`src/rtl/bcd_pkg.sv`:
```
// Shared definitions for the sequential binary-to-BCD converter:
// FSM state encoding, BCD nibble width and a digit-count helper.
package bcd_pkg;

  localparam int BCD_NIBBLE_W = 4;

  localparam logic [1:0] ST_IDLE  = 2'd0;
  localparam logic [1:0] ST_SHIFT = 2'd1;
  localparam logic [1:0] ST_DONE  = 2'd2;

  // Digits needed to show every unsigned bin_w-bit value: ceil(bin_w * log10(2)).
  // log10(2) is approximated as 0.30103, which is exact enough for any practical width.
  function automatic int min_digits(input int bin_w);
    return (bin_w * 30103 + 99999) / 100000;
  endfunction

endpackage

```
`src/rtl/bcd_digit_adj.sv`:
```
// Double-dabble digit correction: a BCD nibble of 5 or more gets +3 so the
// following left shift carries correctly into the next decimal digit.
module bcd_digit_adj
  import bcd_pkg::*;
(
  input  logic [BCD_NIBBLE_W-1:0] din,
  output logic [BCD_NIBBLE_W-1:0] dout
);

  assign dout = (din >= 4'd5) ? din + 4'd3 : din;

endmodule

```
`src/rtl/bcd_seq_conv.sv`:
```
// Multi-cycle binary-to-BCD converter (shift-and-add-3), one operand bit per clock.
// Optional two's-complement input: the magnitude is converted and the sign reported.
// A sticky flag marks results whose magnitude does not fit in DIGITS digits;
// in that case bcd_out holds the magnitude modulo 10**DIGITS.
module bcd_seq_conv
  import bcd_pkg::*;
#(
  parameter int BIN_W     = 8,
  parameter int DIGITS    = 3,
  parameter int SIGNED_EN = 0
) (
  input  logic                           clk,
  input  logic                           rst,
  input  logic                           in_valid,
  output logic                           in_ready,
  input  logic [BIN_W-1:0]               bin_in,
  output logic                           out_valid,
  input  logic                           out_ready,
  output logic [BCD_NIBBLE_W*DIGITS-1:0] bcd_out,
  output logic                           sign_out,
  output logic                           overflow
);

  localparam int BCD_W = BCD_NIBBLE_W * DIGITS;
  localparam int CNT_W = $clog2(BIN_W + 1);

  logic [1:0]        state;
  logic [CNT_W-1:0]  cnt;
  logic [BIN_W-1:0]  mag;
  logic [BCD_W-1:0]  bcd_adj;

  logic signed [BIN_W-1:0] bin_s;
  logic                    neg;
  logic [BIN_W-1:0]        mag_in;

  // Magnitude in BIN_W unsigned bits; the most-negative operand wraps to 2**(BIN_W-1).
  assign bin_s  = bin_in;
  assign neg    = (SIGNED_EN != 0) && bin_in[BIN_W-1];
  assign mag_in = neg ? $unsigned(-bin_s) : bin_in;

  assign in_ready  = (state == ST_IDLE);
  assign out_valid = (state == ST_DONE);

  // Per-digit add-3 correction applied to the accumulator before every shift.
  for (genvar g = 0; g < DIGITS; g++) begin : g_adj
    bcd_digit_adj u_adj (
      .din  (bcd_out[g*BCD_NIBBLE_W +: BCD_NIBBLE_W]),
      .dout (bcd_adj[g*BCD_NIBBLE_W +: BCD_NIBBLE_W])
    );
  end

  // Control FSM plus shift register, BCD accumulator, sign and sticky overflow.
  // SHIFT runs BIN_W shifting cycles, then one closing cycle with cnt==0 before DONE,
  // so out_valid rises BIN_W+1 cycles after the accept edge.
  always_ff @(posedge clk or posedge rst) begin
    if (rst) begin
      state    <= ST_IDLE;
      cnt      <= '0;
      mag      <= '0;
      bcd_out  <= '0;
      sign_out <= 1'b0;
      overflow <= 1'b0;
    end else begin
      case (state)
        ST_IDLE: begin
          if (in_valid) begin
            mag      <= mag_in;
            sign_out <= neg;
            bcd_out  <= '0;
            overflow <= 1'b0;
            cnt      <= CNT_W'(BIN_W);
            state    <= ST_SHIFT;
          end
        end
        ST_SHIFT: begin
          if (cnt != '0) begin
            bcd_out  <= {bcd_adj[BCD_W-2:0], mag[BIN_W-1]};
            mag      <= {mag[BIN_W-2:0], 1'b0};
            overflow <= overflow | bcd_adj[BCD_W-1];
            cnt      <= cnt - 1'b1;
          end else begin
            state <= ST_DONE;
          end
        end
        ST_DONE: begin
          if (out_ready) state <= ST_IDLE;
        end
        default: state <= ST_IDLE;
      endcase
    end
  end

endmodule

```
`config.mk`:
```
export PLATFORM = sky130hd
export DESIGN_NAME = bcd_seq_conv
export DESIGN_NICKNAME = d
export VERILOG_FILES = /design/src/rtl/bcd_pkg.sv /design/src/rtl/bcd_digit_adj.sv /design/src/rtl/bcd_seq_conv.sv
export SDC_FILE = /design/constraint.sdc
export NUM_CORES = 1
export LEC_CHECK = 0
export CORE_MARGIN = 1.5
export CORE_UTILIZATION = 54
export DETAILED_ROUTE_END_ITERATION = 7
export PLACE_DENSITY = 0.9
export SLEW_MARGIN = 15
export SYNTH_ARGS = -nofsm -noshare
export SYNTH_HDL_FRONTEND = slang
export SYNTH_SLANG_ARGS = --single-unit
```
`constraint.sdc`:
```
create_clock -name clk -period 4.4 [get_ports clk]
set_input_delay 1.1 -clock clk [delete_from_list [all_inputs] [get_ports clk]]
set_output_delay 1.1 -clock clk [all_outputs]
set_load 0.02 [all_outputs]
```
======== Word-level counts from Yosys, hierarchy flattened ========
Cells that the tools add are included.
operators by class
  add/subtract/negate cells ............... 4
  bitwise logic cells ..................... 1
  mux-type cells .......................... 19
  equal/unequal tests ..................... 6
  reduce and logical (&&, ||, !) cells .... 5
  order comparisons ....................... 3
operators by type and width
  kind                                                   number
  two-way mux 12 bit                                     2
  one-hot mux 12 bit (2 select lines)                    1
  two-way mux 4 bit                                      5
  two-way mux 8 bit                                      2
  one-hot mux 8 bit (2 select lines)                     1
  adder 4 x 2 -> 4 bit, second input constant            3
  >= comparator 4 x 3 -> 1 bit, second input constant    3
  one-hot mux 4 bit (2 select lines)                     1
  two-way mux 2 bit                                      3
  inequality test 2 bit, second input constant           3
  one-hot mux 2 bit (3 select lines)                     1
  AND reduction 3 bit                                    2
  nonzero test 4 bit                                     1
  subtractor 4 x 1 -> 4 bit, second input constant       1
  == test 2 x 1 -> 1 bit, second input constant          1
  == test 2 bit, second input constant                   1
  logical NOT 2 bit                                      1
  two-way mux 1 bit                                      2
  inequality test 2 x 1 -> 1 bit, second input constant  1
  one-hot mux 1 bit (2 select lines)                     1
  nonzero test 2 bit                                     1
  OR 1 bit                                               1
storage, ports and cells
  input port bits ......................... 12
  flip-flop bits (word level) ............. 27
  word-level logic and storage cells ...... 43
  output and inout bits ................... 16

======== Depth between registers and ports, before layout ========
  depth after elaboration ................. 5
  depth in mapped cells ................... 8
  mapped depth without buffers ............ 7

======== Cells and area by module ========
A second synthesis with hierarchy kept.
second synthesis, totals
  cells, all modules ...................... 140
  area, all modules ....................... 1,505.2 sq um
modules (own cells, without submodules)
  module         sequential area each (sq um)  cells each  area each (sq um)  times used
  bcd_seq_conv   675.6                         92          1,201.2            1
  bcd_digit_adj  0.0                           16          101.3              3

======== Least setup slack after synthesis ========
OpenSTA, ideal clock, no wires.
  kind .................................... input-to-reg
  start ................................... in in_valid
  end ..................................... reg mag[1]
  path buffers ............................ 1
  setup time .............................. 127 ps
  slack ................................... 2,394 ps
  arrival time ............................ 1,879 ps
  data required time ...................... 4,273 ps
  stages .................................. 5
  cell sequence ........................... o21bai_1 a21o_1 buf_2 a222oi_1 inv_1
between the ends
  longest elaborated chain between the ends .. 2
ends and longest elaborated chain
  item                             line                source
  start: declaration               bcd_seq_conv.sv:14  input logic in_valid,
  inequality test 2 bit (no line)  -
  AND reduction 3 bit (no line)    -
  end signal: assignment           bcd_seq_conv.sv:67  mag <= mag_in;
  end signal: assignment           bcd_seq_conv.sv:78  mag <= {mag[BIN_W-2:0], 1'b0};
  end: declaration                 bcd_seq_conv.sv:29  logic [BIN_W-1:0] mag;
Every way passes these cells.
A chain may end at the register's enable or synchronous reset.

======== Worst setup path in the final report ========
  start ................................... reg state[0]
  end ..................................... out out_valid
between the ends
  longest elaborated chain between the ends .. 1
ends and longest elaborated chain
  item                      line                source
  start: declaration        bcd_seq_conv.sv:27  logic [1:0] state;
  start signal: assignment  bcd_seq_conv.sv:57  state <= ST_IDLE;
  start signal: assignment  bcd_seq_conv.sv:72  state <= ST_SHIFT;
  start signal: assignment  bcd_seq_conv.sv:82  state <= ST_DONE;
  == test 2 bit             bcd_seq_conv.sv:42  assign out_valid = (state == ST_DONE);
  end: declaration          bcd_seq_conv.sv:17  output logic out_valid,
Every way passes these cells.

==> metrics.md <==
| Metric | Value |
|---|---|
| Status | completed |
| # Post-CTS Setup Buffers | 0 |
| Sink Count | 27 |
| Antenna-violating nets left | 0 |
| Top post-synthesis cells by area | dfrtp_1 (49%), ha_1 (6.3%), inv_1 (4.4%) |
| Final setup TNS | 0 ns |
| GR peak layer | met2 |
| Pre-antenna DRT Iters | 4 |
| First-pass GRT wire length | 4.51 mm |
| Fin area | between 1500 and 2000 µm² |
| Net Count, Synth | 149 |
| Main combinational cell family by area after synthesis | compound AO/OA/AOI/OAI gates |
| Min Clock Period, post-route | approximately 2.7 ns |
| Skew final | 0.00155 ns |
| Post-synth top area share | 0.490 |
| GRT met2 Usage | 0.403 |
| Top cells by count, synth | dfrtp_1 (27), inv_1 (16), nand2_1 (10), o21ai_0 (10), ha_1 (7) |
| Worst Tran Pin Value | a little under 1 ns |
| CP cell instances | nor2b_1 > clkdlybuf4s50_1 |
| GRT Total Usage | 0.222 |
| Highest clock rate | 368 MHz |
| CP Launch Point | state[0]$_DFFE_PP0P_ |
| Mapped Cells | 130 |
| Worst Hold Launch | mag[7]$_DFFE_PP0P_ |
| Simple-Gate Fraction of Synth Area | 0.0979 |
| Post-Syn Area per Cell | around 11 µm² |
| Crit-path max FO | 6 |
| Post-synth EDFFs | 0 |
| Mux share of post-synthesis cell area | 0.0372 |
| # IOs | 28 |
| Rel. slew slack | 0.338 |
| Cell variety after synth | 36 |
| Levels on crit path | 2 |
| Largest net degree at the start of global routing | 28 |
| Setup crit end kind | primary output |
| Vias | between 1000 and 1500 |
| Logic gate share of total power | 0.563 |
| GR Layer Usage met1 | 0.269 |
| Max_cap viols | 0 |
| DRC | 0 |
| CTS buffer count | 3 |
| Leading area contributor after synthesis | dfrtp_1 |
| Port-buffer cells | 26 |
| Worst-Skew Late Latency | approximately 0.32 ns |
| Met3 GRT Util | 0.0417 |
| P_leak | about 0.77 nW |
| Final hold violations | 0 |
| Antenna violations before repair | 0 |
| Fin nets | between 150 and 200 |
| Slowest-stage cell, CP | clkdlybuf4s50_1 |
| #FFs+latches synth | 27 |
| Most common cell in the synthesized netlist | dfrtp_1 |
| Synth Area in Compound Gates | 0.199 |
| Synthesized area | 1380 µm² |
| Buf+Inv Stages, Crit Path | 1 |
| # resized after CTS | 0 |
| Die X | roughly 54 µm |
| Synth Area in Adders | 0.0635 |
| R2R cell count | 7 |
| Max clock buf depth | 2 |
| Ant. Diodes | 0 |
| Top delay family on crit path | buffers and inverters |
| Sw Share | 0.436 |
| Clock network fraction of design power | 0.084 |
| Setup crit start kind | flop |
| Peak supply drop | approximately 450 µV |
| Top FF cell, synth | dfrtp_1 |
| WP data arrival | 1.61 ns |
| # setup viols final | 0 |
| Required time worst endpoint | 3.30 ns |
| Crit share post-route | 0.617 |
| Worst hold path class | flop to flop |
| R2R setup slack | 2.32 ns |
| Core footprint | 2450 µm² |
| Root Driver | clkbuf_4 |
| DRT Wirelength | 2.78 mm |
| Final non-filler cell total | around 180 |
| Post-Synth XOR/XNOR Area | 0.0381 |
| Layout area overhead | 20.6% |
| Hold buffers post-CTS | 0 |
| Pins Over Slew Limit | 0 |
| Detailed placement HPWL | ~2.1 mm |
| Die Ht | about 54 µm |
| Initial drt markers | 25 |
| Seq pwr share | 0.353 |
| Worst setup path endpoint | out_valid |
| Core Util, Final | 0.678 |
| Layout cells sized above 1 | 0.0455 |
| Clk pin slew, worst setup/hold paths | 0.14 ns |
| Die Area | 2870 µm² |
| Internal power | about 0.00071 W |
| Psw | about 0.00055 W |
| Average vias per placed instance | between 5 and 6 |
| # rows | 18 |
| CTS H-Tree Depth | 1 |
| WL/cell | ~15 µm |
| FF-to-FF Start | cnt[0]$_DFFE_PP0P_ |
| Fillers | about 190 |
| PD cells | about 760 nW/µm² |
| Sequential fraction of the synthesis area | 0.490 |
| Area after DPL | 1640 µm² |
| CTS tree | yes |
| Global route total overflow | 0 |
| # placed instances | 180 |
| RSZ-0062 raised after global routing | false |
| Kind of critical path | flop to primary output |
| RR Endpoint | bcd_out[7]$_DFFE_PP0P_ |
| Synth warn | 0 |
| CP max stage delay | between 0.6 and 0.7 ns |
| GPL Wtd Cong | approximately 0.77 |
| Vias in the first global route | between 1000 and 1500 |
| Initial Util | 0.562 |
| Post-synthesis async set-or-reset flop share | 1.00 |
## cells in the final DEF, fill, tap and decap left out, types with 2 or more instances in the layout
cell and instances:
a222oi_1 5, xnor2_1 3, xor2_1 3, a32o_1 3
clkbuf_4 3, o31ai_1 3, o32ai_1 2, nand2_1 10
clkdlybuf4s50_1 26, dfrtp_1 27, inv_1 16, mux2i_1 4
nor2b_1 2, a22o_1 3, a21oi_1 3, ha_1 7
o21ai_0 10, nand2b_1 3, nor3_1 2, o22ai_1 4
## worst min-delay path, delay by kind of cell (launching register included)
family | cells | cell delay, ns
flip-flops | 1 | 0.38
AO/OA/AOI/OAI | 1 | 0.06
AND/OR/NAND/NOR | 1 | 0.05
## state kept, by name (all words and copies together) (netlist names)
signal,cells
cnt,4
bcd_out,12
state,2
mag,8
overflow,1
## through the flow
stage	hold WS, ns	power, W	worst slack (ns)
final	0.506	0.00126	1.69
after global routing	0.545	0.00136	1.59
after CTS	0.516	0.00126	1.69
after detailed placement	0.483	0.00116	1.62
after global placement	0.470	0.00111	1.67
after floorplan	0.448	0.000958	2.39
## worst min path at each step
stage,slack [ns],to,cells after the start
2_1_floorplan,0.45,bcd_out[0]$_DFFE_PP0P_,2
3_3_place_gp,0.47,mag[5]$_DFFE_PP0P_,2
3_5_place_dp,0.48,mag[3]$_DFFE_PP0P_,2
4_1_cts,0.52,bcd_out[0]$_DFFE_PP0P_,2
5_1_grt,0.54,mag[5]$_DFFE_PP0P_,2
6_report,0.51,bcd_out[0]$_DFFE_PP0P_,2
## kinds of logic (layout without fill, tap and decap cells)
family / after synthesis / count (layout)
other: 1 / 1
adder cells (fa/ha/maj): 7 / 7
multiplexers: 5 / 5
XOR/XNOR: 6 / 6
AND/OR/NAND/NOR: 24 / 24
AO/OA/AOI/OAI: 38 / 38
buffers and inverters: 22 / 46
flip-flops: 27 / 27
## power groups by stage
stage                     Clock, W  Sequential (W)  Combinational, W
after global routing      0.000116        0.000456          0.000787
after floorplan                  0        0.000483          0.000475
after global placement           0        0.000441          0.000674
after CTS                 0.000107        0.000442          0.000713
final                     0.000106        0.000444          0.000709
after detailed placement         0        0.000446          0.000711
## layout make-up
type                            instances  area, µm²  area share
Tap cell                               30       37.5      0.0226
Multi-Input combinational cell         81        604       0.363
Clock buffer                            4       26.3      0.0158
Timing Repair Buffer                   26        260       0.156
Inverter                               16       60.1      0.0361
Sequential cell                        27        676       0.406
## layer usage
metal,up-vias,share of wire,wire [µm]
met4,0,0.010,29
met1,514,0.42,1180
li1,511,-,-
met2,25,0.53,1480
met5,-,0,0
met3,5,0.034,95
No activity file was read; power rests on OpenSTA's default activity.
